`config.mk`:
```
export PLATFORM = sky130hd
export DESIGN_NAME = data_logger
export DESIGN_NICKNAME = d
export VERILOG_FILES = /design/src/rtl/data_logger.sv
export SDC_FILE = /design/constraint.sdc
export NUM_CORES = 1
export LEC_CHECK = 0
export ABC_CLOCK_PERIOD_IN_PS = 11200
export CAP_MARGIN = 5
export CORE_MARGIN = 2
export CORE_UTILIZATION = 60
export CTS_CLUSTER_DIAMETER = 50
export CTS_CLUSTER_SIZE = 12
export DETAILED_ROUTE_END_ITERATION = 8
export PLACE_DENSITY = 0.81
export SYNTH_ARGS = -nofsm -noshare
export SYNTH_HDL_FRONTEND = slang
export SYNTH_SLANG_ARGS = --single-unit
```
`constraint.sdc`:
```
create_clock -name clk -period 11.2 [get_ports clk]
set_clock_uncertainty 0.1 [all_clocks]
set_input_delay 3.36 -clock clk [delete_from_list [all_inputs] [get_ports clk]]
set_output_delay 3.36 -clock clk [all_outputs]
set_load 0.005 [all_outputs]
```
`src/rtl/data_logger.sv`:
```
// data_logger: single-clock FIFO between the acquisition front end and the
// serial output path. Stores DEPTH words of DATA_WIDTH bits and releases
// them in arrival order. The read port is registered (one clock latency),
// and the full/empty flags are registered from the next-state occupancy
// count, so neither flag depends combinationally on the enables.
module data_logger #(
  parameter int DATA_WIDTH = 32,
  parameter int DEPTH      = 16,
  parameter int ADDR_WIDTH = 4
) (
  input  logic                  clk,
  input  logic                  reset,
  input  logic                  write_enable,
  input  logic                  read_enable,
  input  logic [DATA_WIDTH-1:0] write_data,
  output logic [DATA_WIDTH-1:0] read_data,
  output logic                  full,
  output logic                  empty
);

  // DEPTH must equal 2**ADDR_WIDTH so that the pointers wrap from
  // DEPTH-1 to 0 by plain binary overflow.
  localparam logic [ADDR_WIDTH-1:0] PTR_ONE    = ADDR_WIDTH'(1);
  localparam logic [ADDR_WIDTH:0]   COUNT_ONE  = (ADDR_WIDTH + 1)'(1);
  localparam logic [ADDR_WIDTH:0]   COUNT_ZERO = (ADDR_WIDTH + 1)'(0);
  localparam logic [ADDR_WIDTH:0]   COUNT_FULL = (ADDR_WIDTH + 1)'(DEPTH);

  // Storage array; deliberately not reset, only the control state is.
  logic [DATA_WIDTH-1:0] mem_q [DEPTH];

  logic [ADDR_WIDTH-1:0] wptr_q,      wptr_d;
  logic [ADDR_WIDTH-1:0] rptr_q,      rptr_d;
  logic [ADDR_WIDTH:0]   count_q,     count_d;
  logic [DATA_WIDTH-1:0] read_data_q, read_data_d;
  logic                  full_q,      full_d;
  logic                  empty_q,     empty_d;

  logic we_s;
  logic re_s;
  logic wr_ok_s;
  logic rd_ok_s;

  // Request qualification: enables are forced low while reset is high so an
  // undriven enable during reset cannot disturb state.
  always_comb begin
    we_s    = 1'b0;
    re_s    = 1'b0;
    rd_ok_s = 1'b0;
    wr_ok_s = 1'b0;
    if (reset) begin
      we_s = 1'b0;
      re_s = 1'b0;
    end else begin
      we_s = write_enable;
      re_s = read_enable;
    end
    // A read only needs something stored; a write into a full FIFO is still
    // accepted when a read frees a slot on the same edge.
    rd_ok_s = re_s & ~empty_q;
    wr_ok_s = we_s & (~full_q | rd_ok_s);
  end

  // Pointer advance; power-of-two depth makes the wrap implicit.
  always_comb begin
    wptr_d = wptr_q;
    rptr_d = rptr_q;
    if (wr_ok_s) begin
      wptr_d = wptr_q + PTR_ONE;
    end else begin
      wptr_d = wptr_q;
    end
    if (rd_ok_s) begin
      rptr_d = rptr_q + PTR_ONE;
    end else begin
      rptr_d = rptr_q;
    end
  end

  // Occupancy update: a simultaneous accepted read and write cancel out.
  always_comb begin
    count_d = count_q;
    case ({wr_ok_s, rd_ok_s})
      2'b10:   count_d = count_q + COUNT_ONE;
      2'b01:   count_d = count_q - COUNT_ONE;
      2'b11:   count_d = count_q;
      default: count_d = count_q;
    endcase
  end

  // Read port and status flags; read_data holds when no read is accepted.
  always_comb begin
    read_data_d = read_data_q;
    if (rd_ok_s) begin
      read_data_d = mem_q[rptr_q];
    end else begin
      read_data_d = read_data_q;
    end
    full_d  = (count_d == COUNT_FULL);
    empty_d = (count_d == COUNT_ZERO);
  end

  // Control state register with asynchronous reset to the empty condition.
  always_ff @(posedge clk or posedge reset) begin
    if (reset) begin
      wptr_q      <= '0;
      rptr_q      <= '0;
      count_q     <= '0;
      read_data_q <= '0;
      full_q      <= 1'b0;
      empty_q     <= 1'b1;
    end else begin
      wptr_q      <= wptr_d;
      rptr_q      <= rptr_d;
      count_q     <= count_d;
      read_data_q <= read_data_d;
      full_q      <= full_d;
      empty_q     <= empty_d;
    end
  end

  // Storage write; only accepted writes touch the array, so an overflow
  // attempt cannot corrupt stored data.
  always_ff @(posedge clk) begin
    if (wr_ok_s) begin
      mem_q[wptr_q] <= write_data;
    end
  end

  assign read_data = read_data_q;
  assign full      = full_q;
  assign empty     = empty_q;

endmodule

```
After elaboration in Yosys (flattened, before gate mapping)
Memory sizes are Yosys's and may differ from the RTL's. A register that Yosys moved wholly into a read port is not among the register bits.
Cells that the tools add are included.
Widths: inputs -> output; s select.
- register bits after elaboration: 15
- memory bits (writable): 512
- memories: 1
- add/sub/neg operators: 4
- equality and inequality tests: 3
- muxes and demuxes: 5
- bitwise gates (word level): 5
- reductions and logical operators: 1
- memory list (name ; depth ; bits a word ; read ports ; clocked after Yosys merged registers in ; wr ports ; line ; RTL):
    mem_q ; 16 ; 32 ; 1 ; 1 ; 1 ; 29 ; logic [DATA_WIDTH-1:0] mem_q [DEPTH];
- operators with widths (operator ; count):
    $pmux 5 s2 ; 1
    $add 4x1->4 const B ; 2
    $add 5x1->5 const B ; 1
    $eq 5x5->1 const B ; 1
    $logic_not 5->1 ; 1
    $sub 5x1->5 const B ; 1
    $mux 1 ; 4
    $and 1x1->1 ; 2
    $eq 2x1->1 const B ; 1
    $eq 2x2->1 const B ; 1
    $not 1->1 ; 2
    $or 1x1->1 ; 1

Depth between registers and ports, before layout
- word-level depth: 7
- mapped depth: 14
- depth with buffers taken out: 12

Least setup slack after synthesis
OpenSTA, ideal clock, no wires.
- kind: in2reg
- from: in reset
- to: mem mem_q[3][0], enable pin
- setup time: 0.461 ns
- data arrival time: 7.305 ns
- required time: 10.639 ns
- slack: 3.334 ns
- stages: 5
- buffers on the path: 1
- cells stage by stage: inv_1 and3_1 clkbuf_1 nand2_1 nor3_1
- cells in the longest elaborated chain, start to end: 6
- ends and longest elaborated chain (what ; line ; RTL):
    from (decl) ; 12 ; input logic reset,
    $mux 1 ; 50 ; if (reset) begin
    $and 1x1->1 ; 59 ; rd_ok_s = re_s & ~empty_q;
    $or 1x1->1 ; 60 ; wr_ok_s = we_s & (~full_q | rd_ok_s);
    $and 1x1->1 * ; 60 ;
    $mux 1 * ; 124 ; if (wr_ok_s) begin
    $mux 1 (implied by the code) * ; 125 ; mem_q[wptr_q] <= write_data;
    to (decl) ; 29 ;
Every way passes the cells marked *; elsewhere a longest branch is shown, timed or not.

Worst setup path after layout
- from: in reset
- to: reg full_q, in the netlist full
- cells in the longest elaborated chain, start to end: 7
- ends and longest elaborated chain (what ; line ; RTL):
    $mux 1 ; 50 ;
    $and 1x1->1 ; 59 ;
    $or 1x1->1 ; 60 ;
    $and 1x1->1 ; 60 ;
    $eq 2x1->1 / $eq 2x2->1 (equally long branches) ; 82 ; case ({wr_ok_s, rd_ok_s})
    $pmux 5 s2 * ; 82 ;
    via count_d[4] ; 33 ; logic [ADDR_WIDTH:0] count_q, count_d;
    $eq 5x5->1 * ; 98 ; full_d = (count_d == COUNT_FULL);
    via full_d ; 35 ; logic full_q, full_d;
    to (signal assigned) ; 116 ; full_q <= full_d;
    to (decl) ; 35 ;
The timed path passes the listed nets; every way through them passes the cells marked *.
A chain may end at the register's enable or synchronous reset.

==> results.cfg <==
[outcome]
status = finished, final reports clean

[cells_and_area]
fillers = 2105
layout_common_cells = 512 x edfxtp_1, 124 x mux4_2, 69 x clkdlybuf4s50_1
final-instance-count-excl-fill = 1596
n_antenna_cell = 0
area_delta_synth_final_pct = 12.9
postLayoutCellArea_mm2 = 0.0242
number_of_nets_in_the_final_layout = 1138
final_common_cell = edfxtp_1
layout.area.seq_mm2 = 0.0166
layout-drive-gt1-share_pct = 21.9
finalCoreUtilization_pct = 68.5
multi_input_comb_area_mm2 = 0.00462

[power]
vdd_ir_drop_max_mv = 0.169
power.switching_fraction_pct = 27.8
clkPwrFrac_pct = 28.6
seq_power_share_pct = 47.2
power_density_mw_per_mm2 = 233
p_switching_w = 0.00157
leakage_nw = 7.85
cellInternalPower_w = 0.00408
power_frac_comb_pct = 24.2

[yosys]
syn_area_mm2 = 0.0215
synth_edf_count = 512
seq_area_frac_synth_pct = 77.1
netlist_instances = 1006
synth_xor_area_share_pct = 0.449
synth_simple_gate_area_share_pct = 1.65
synth_top_family_by_area = multiplexers
asyncSetResetFlopFracSynth_pct = 8.41
synth_fp_nets = 1050
synth_cell_types = 44
synthesis.area_per_instance_um2 = 21.3
ys_ff_latch = 559
yosysWarnings = 0
synth-main-ff-cell = edfxtp_1
area_fraction_in_compound_gates_after_synthesis_pct = 2.90
synth_fa_ha_area_share_pct = 0.466
synth_mux_area_share_pct = 15.5

[critical_path]
required_ps = 11590
endpoint_class_of_the_critical_path = flop
rr_endpoint = full$_DFF_PP0_
critical_path.slowest_cell = buf_4
worst-endpoint-arrival_ps = 6960
rrSetupSlack_ps = 7700
reg2reg_depth = 11
crit_chain = clkdlybuf4s50_1 > inv_2 > buf_4 > and3_1 > inv_1 > ha_1 > xor2_1 > ha_1 > nor2_2 > a221o_1 > a2111oi_2 > xor2_1 > nor3b_2
crit_path_max_fanout = 48
critical_r2r_launch = empty$_DFF_PP1_
classification_of_the_worst_setup_path = in2reg
cp_slowest_stage_delay_ps = 580
startpoint_type = input pin
worst_setup_path_startpoint = reset

[place]
hpwl_mm = 23.4
port_buffers = 69
dp_slack_ps = 4000
numPlacedInstances = 1500
area_after_dpl_mm2 = 0.0227
finalWeightedCongestion = 0.730

[clock_network]
cts.repair.resized = 0
clk_latency_ps = 570
cts_hold_buffers = 0
cts_htree_levels = 2
tritoncts = yes
clkTransAtPathRegs_ps = 60
numCtsBuffers = 53
clk_path_buf_depth = 3
cts_root_buffer = clkbuf_16
cts_setup_buffers = 0
tritoncts_num_sinks = 559

[detailed_routing]
routed_wirelength_mm = 44.9
ratio_of_routed_vias_to_standard_cells = 6.51
route.detailed.wl_per_inst_um = 28.1
remaining_drc_errors = 0
final_antenna_net_count = 0
firstDrtPassIters = 5
routed-via-count = 10392
drt-initial-drc-count = 1168

[floorplanning]
num_rows = 69
pin_count = 70
die_x_um = 193
initial_core_util_pct = 60.7
die_area_mm2 = 0.0373
fp.coreArea_mm2 = 0.0354
die_h_um = 193

[global_route]
grt_met2_use_pct = 42.1
via_count_of_the_first_global_routing_pass = 10825
grt_busiest_layer = met2
grt_max_degree = 94
wire_length_of_the_first_global_routing_pass_mm = 67.6
met1_track_utilization_from_global_routing_pct = 34.4
groute.usage.overall_pct = 25.0
routing_usage_on_met3_pct = 4.56
grt-ovfl-total = 0
antenna_found_initial = 0

[hold_path]
min_delay_worst_endpoint = count_q[4]$_DFF_PP0_
min_path_cells = 1
timing.hold.worst.class = reg2reg
hp-start = count_q[4]$_DFF_PP0_

[timing]
fmax_mhz = 152
finalWorstSetupSlack_ps = 4620
setup_total_negative_slack_ps = 0
worstMarginPinSlew_ps = 1280
report.final.setup_viol = 0
max-slew-margin-rel_pct = 14.1
post-route-period-util_pct = 58.7
grt_setup_unrepaired = no
final-max-slew-violation-count = 0
final-hold-violation-count = 0
min_period_ps = 6580

[run]
timing.max_cap.violations = 0
## power by group through the flow
| stage | Combinational [W] | Sequential [W] | Clock (W) |
|---|---|---|---|
| after global placement | 0.00132 | 0.00270 | 0 |
| final | 0.00137 | 0.00266 | 0.00162 |
| after CTS | 0.00139 | 0.00267 | 0.00164 |
| after detailed placement | 0.00135 | 0.00270 | 0 |
| after floorplan | 0.00106 | 0.00257 | 0 |
| after global routing | 0.00147 | 0.00269 | 0.00171 |
## flip-flops by register name, indices dropped and copies added (netlist names)
name       flops
count_q        5
empty          1
full           1
mem_q        512
read_data     32
rptr_q         4
wptr_q         4
## Yosys cell counts, drive strengths merged, types with 2 or more instances
cell type    n  area, um^2
mux2i       32         320
dfrtp       46        1150
nand4        2        12.5
a21oi       32         160
and3         2        12.5
xor2         3        26.3
nor3         5        25.0
a221o       19         190
nand3        2        10.0
o21ai       35         175
ha           8         100
nor2        31         121
buf         40         253
edfxtp     512       15400
inv         27         101
nor2b        5        31.3
a22oi        2        15.0
nand2b       4        25.0
mux2        20         225
nand2       14        52.6
clkbuf      15        56.3
a2111oi      3        32.5
mux4       124        2790
xnor2        8        70.1
## worst max-delay path, delay by kind of cell
kind / cells / cell delay (ps)
AND/OR/NAND/NOR: 3 / 760
adder cells (fa/ha/maj): 2 / 540
buffers and inverters: 4 / 1190
AO/OA/AOI/OAI: 2 / 670
XOR/XNOR: 2 / 450
## how the worst max path moves through the flow
| stage | to | slack (ps) | depth (start not counted) |
|---|---|---|---|
| 6_report | full$_DFF_PP0_ | 4620 | 13 |
| 5_1_grt | full$_DFF_PP0_ | 4230 | 13 |
| 4_1_cts | full$_DFF_PP0_ | 4570 | 13 |
| 3_5_place_dp | full$_DFF_PP0_ | 4000 | 13 |
| 3_3_place_gp | full$_DFF_PP0_ | 4160 | 13 |
| 2_1_floorplan | mem_q[3][0]$_DFFE_PP_ | 3330 | 5 |
## metal layers
metal  up-vias  share of wire (%)
met3        69                7.6
met2       510                 52
met5         -                  0
met1      5492                 38
li1       4321                  -
met4         0                2.1
## layout make-up
class / instances / share of cell area [%]
repair buffers: 88 / 3.49
multi-input cells: 365 / 19.1
inverters: 27 / 0.418
clock buffers: 91 / 6.15
well taps: 461 / 2.38
flip-flops and latches: 559 / 68.3
clock inverters: 5 / 0.160
## through the flow
step / total power [W] / hold WS (ps)
after global placement: 0.00402 / 370
after CTS: 0.00569 / 408
after floorplan: 0.00363 / 345
after global routing: 0.00587 / 423
after detailed placement: 0.00406 / 393
final: 0.00565 / 405
## logic make-up (layout without fill, tap and decap cells)
family                     count (synthesis)  after routing
muxes                                    176            176
AOI/OAI and AO/OA                         97             97
DFF                                      559            559
and+or+nand+nor                           73             73
buffers and inverters                     82            211
xor gates and xnor gates                  11             11
adders and majority gates                  8              8
No activity file was read; power rests on OpenSTA's default activity.
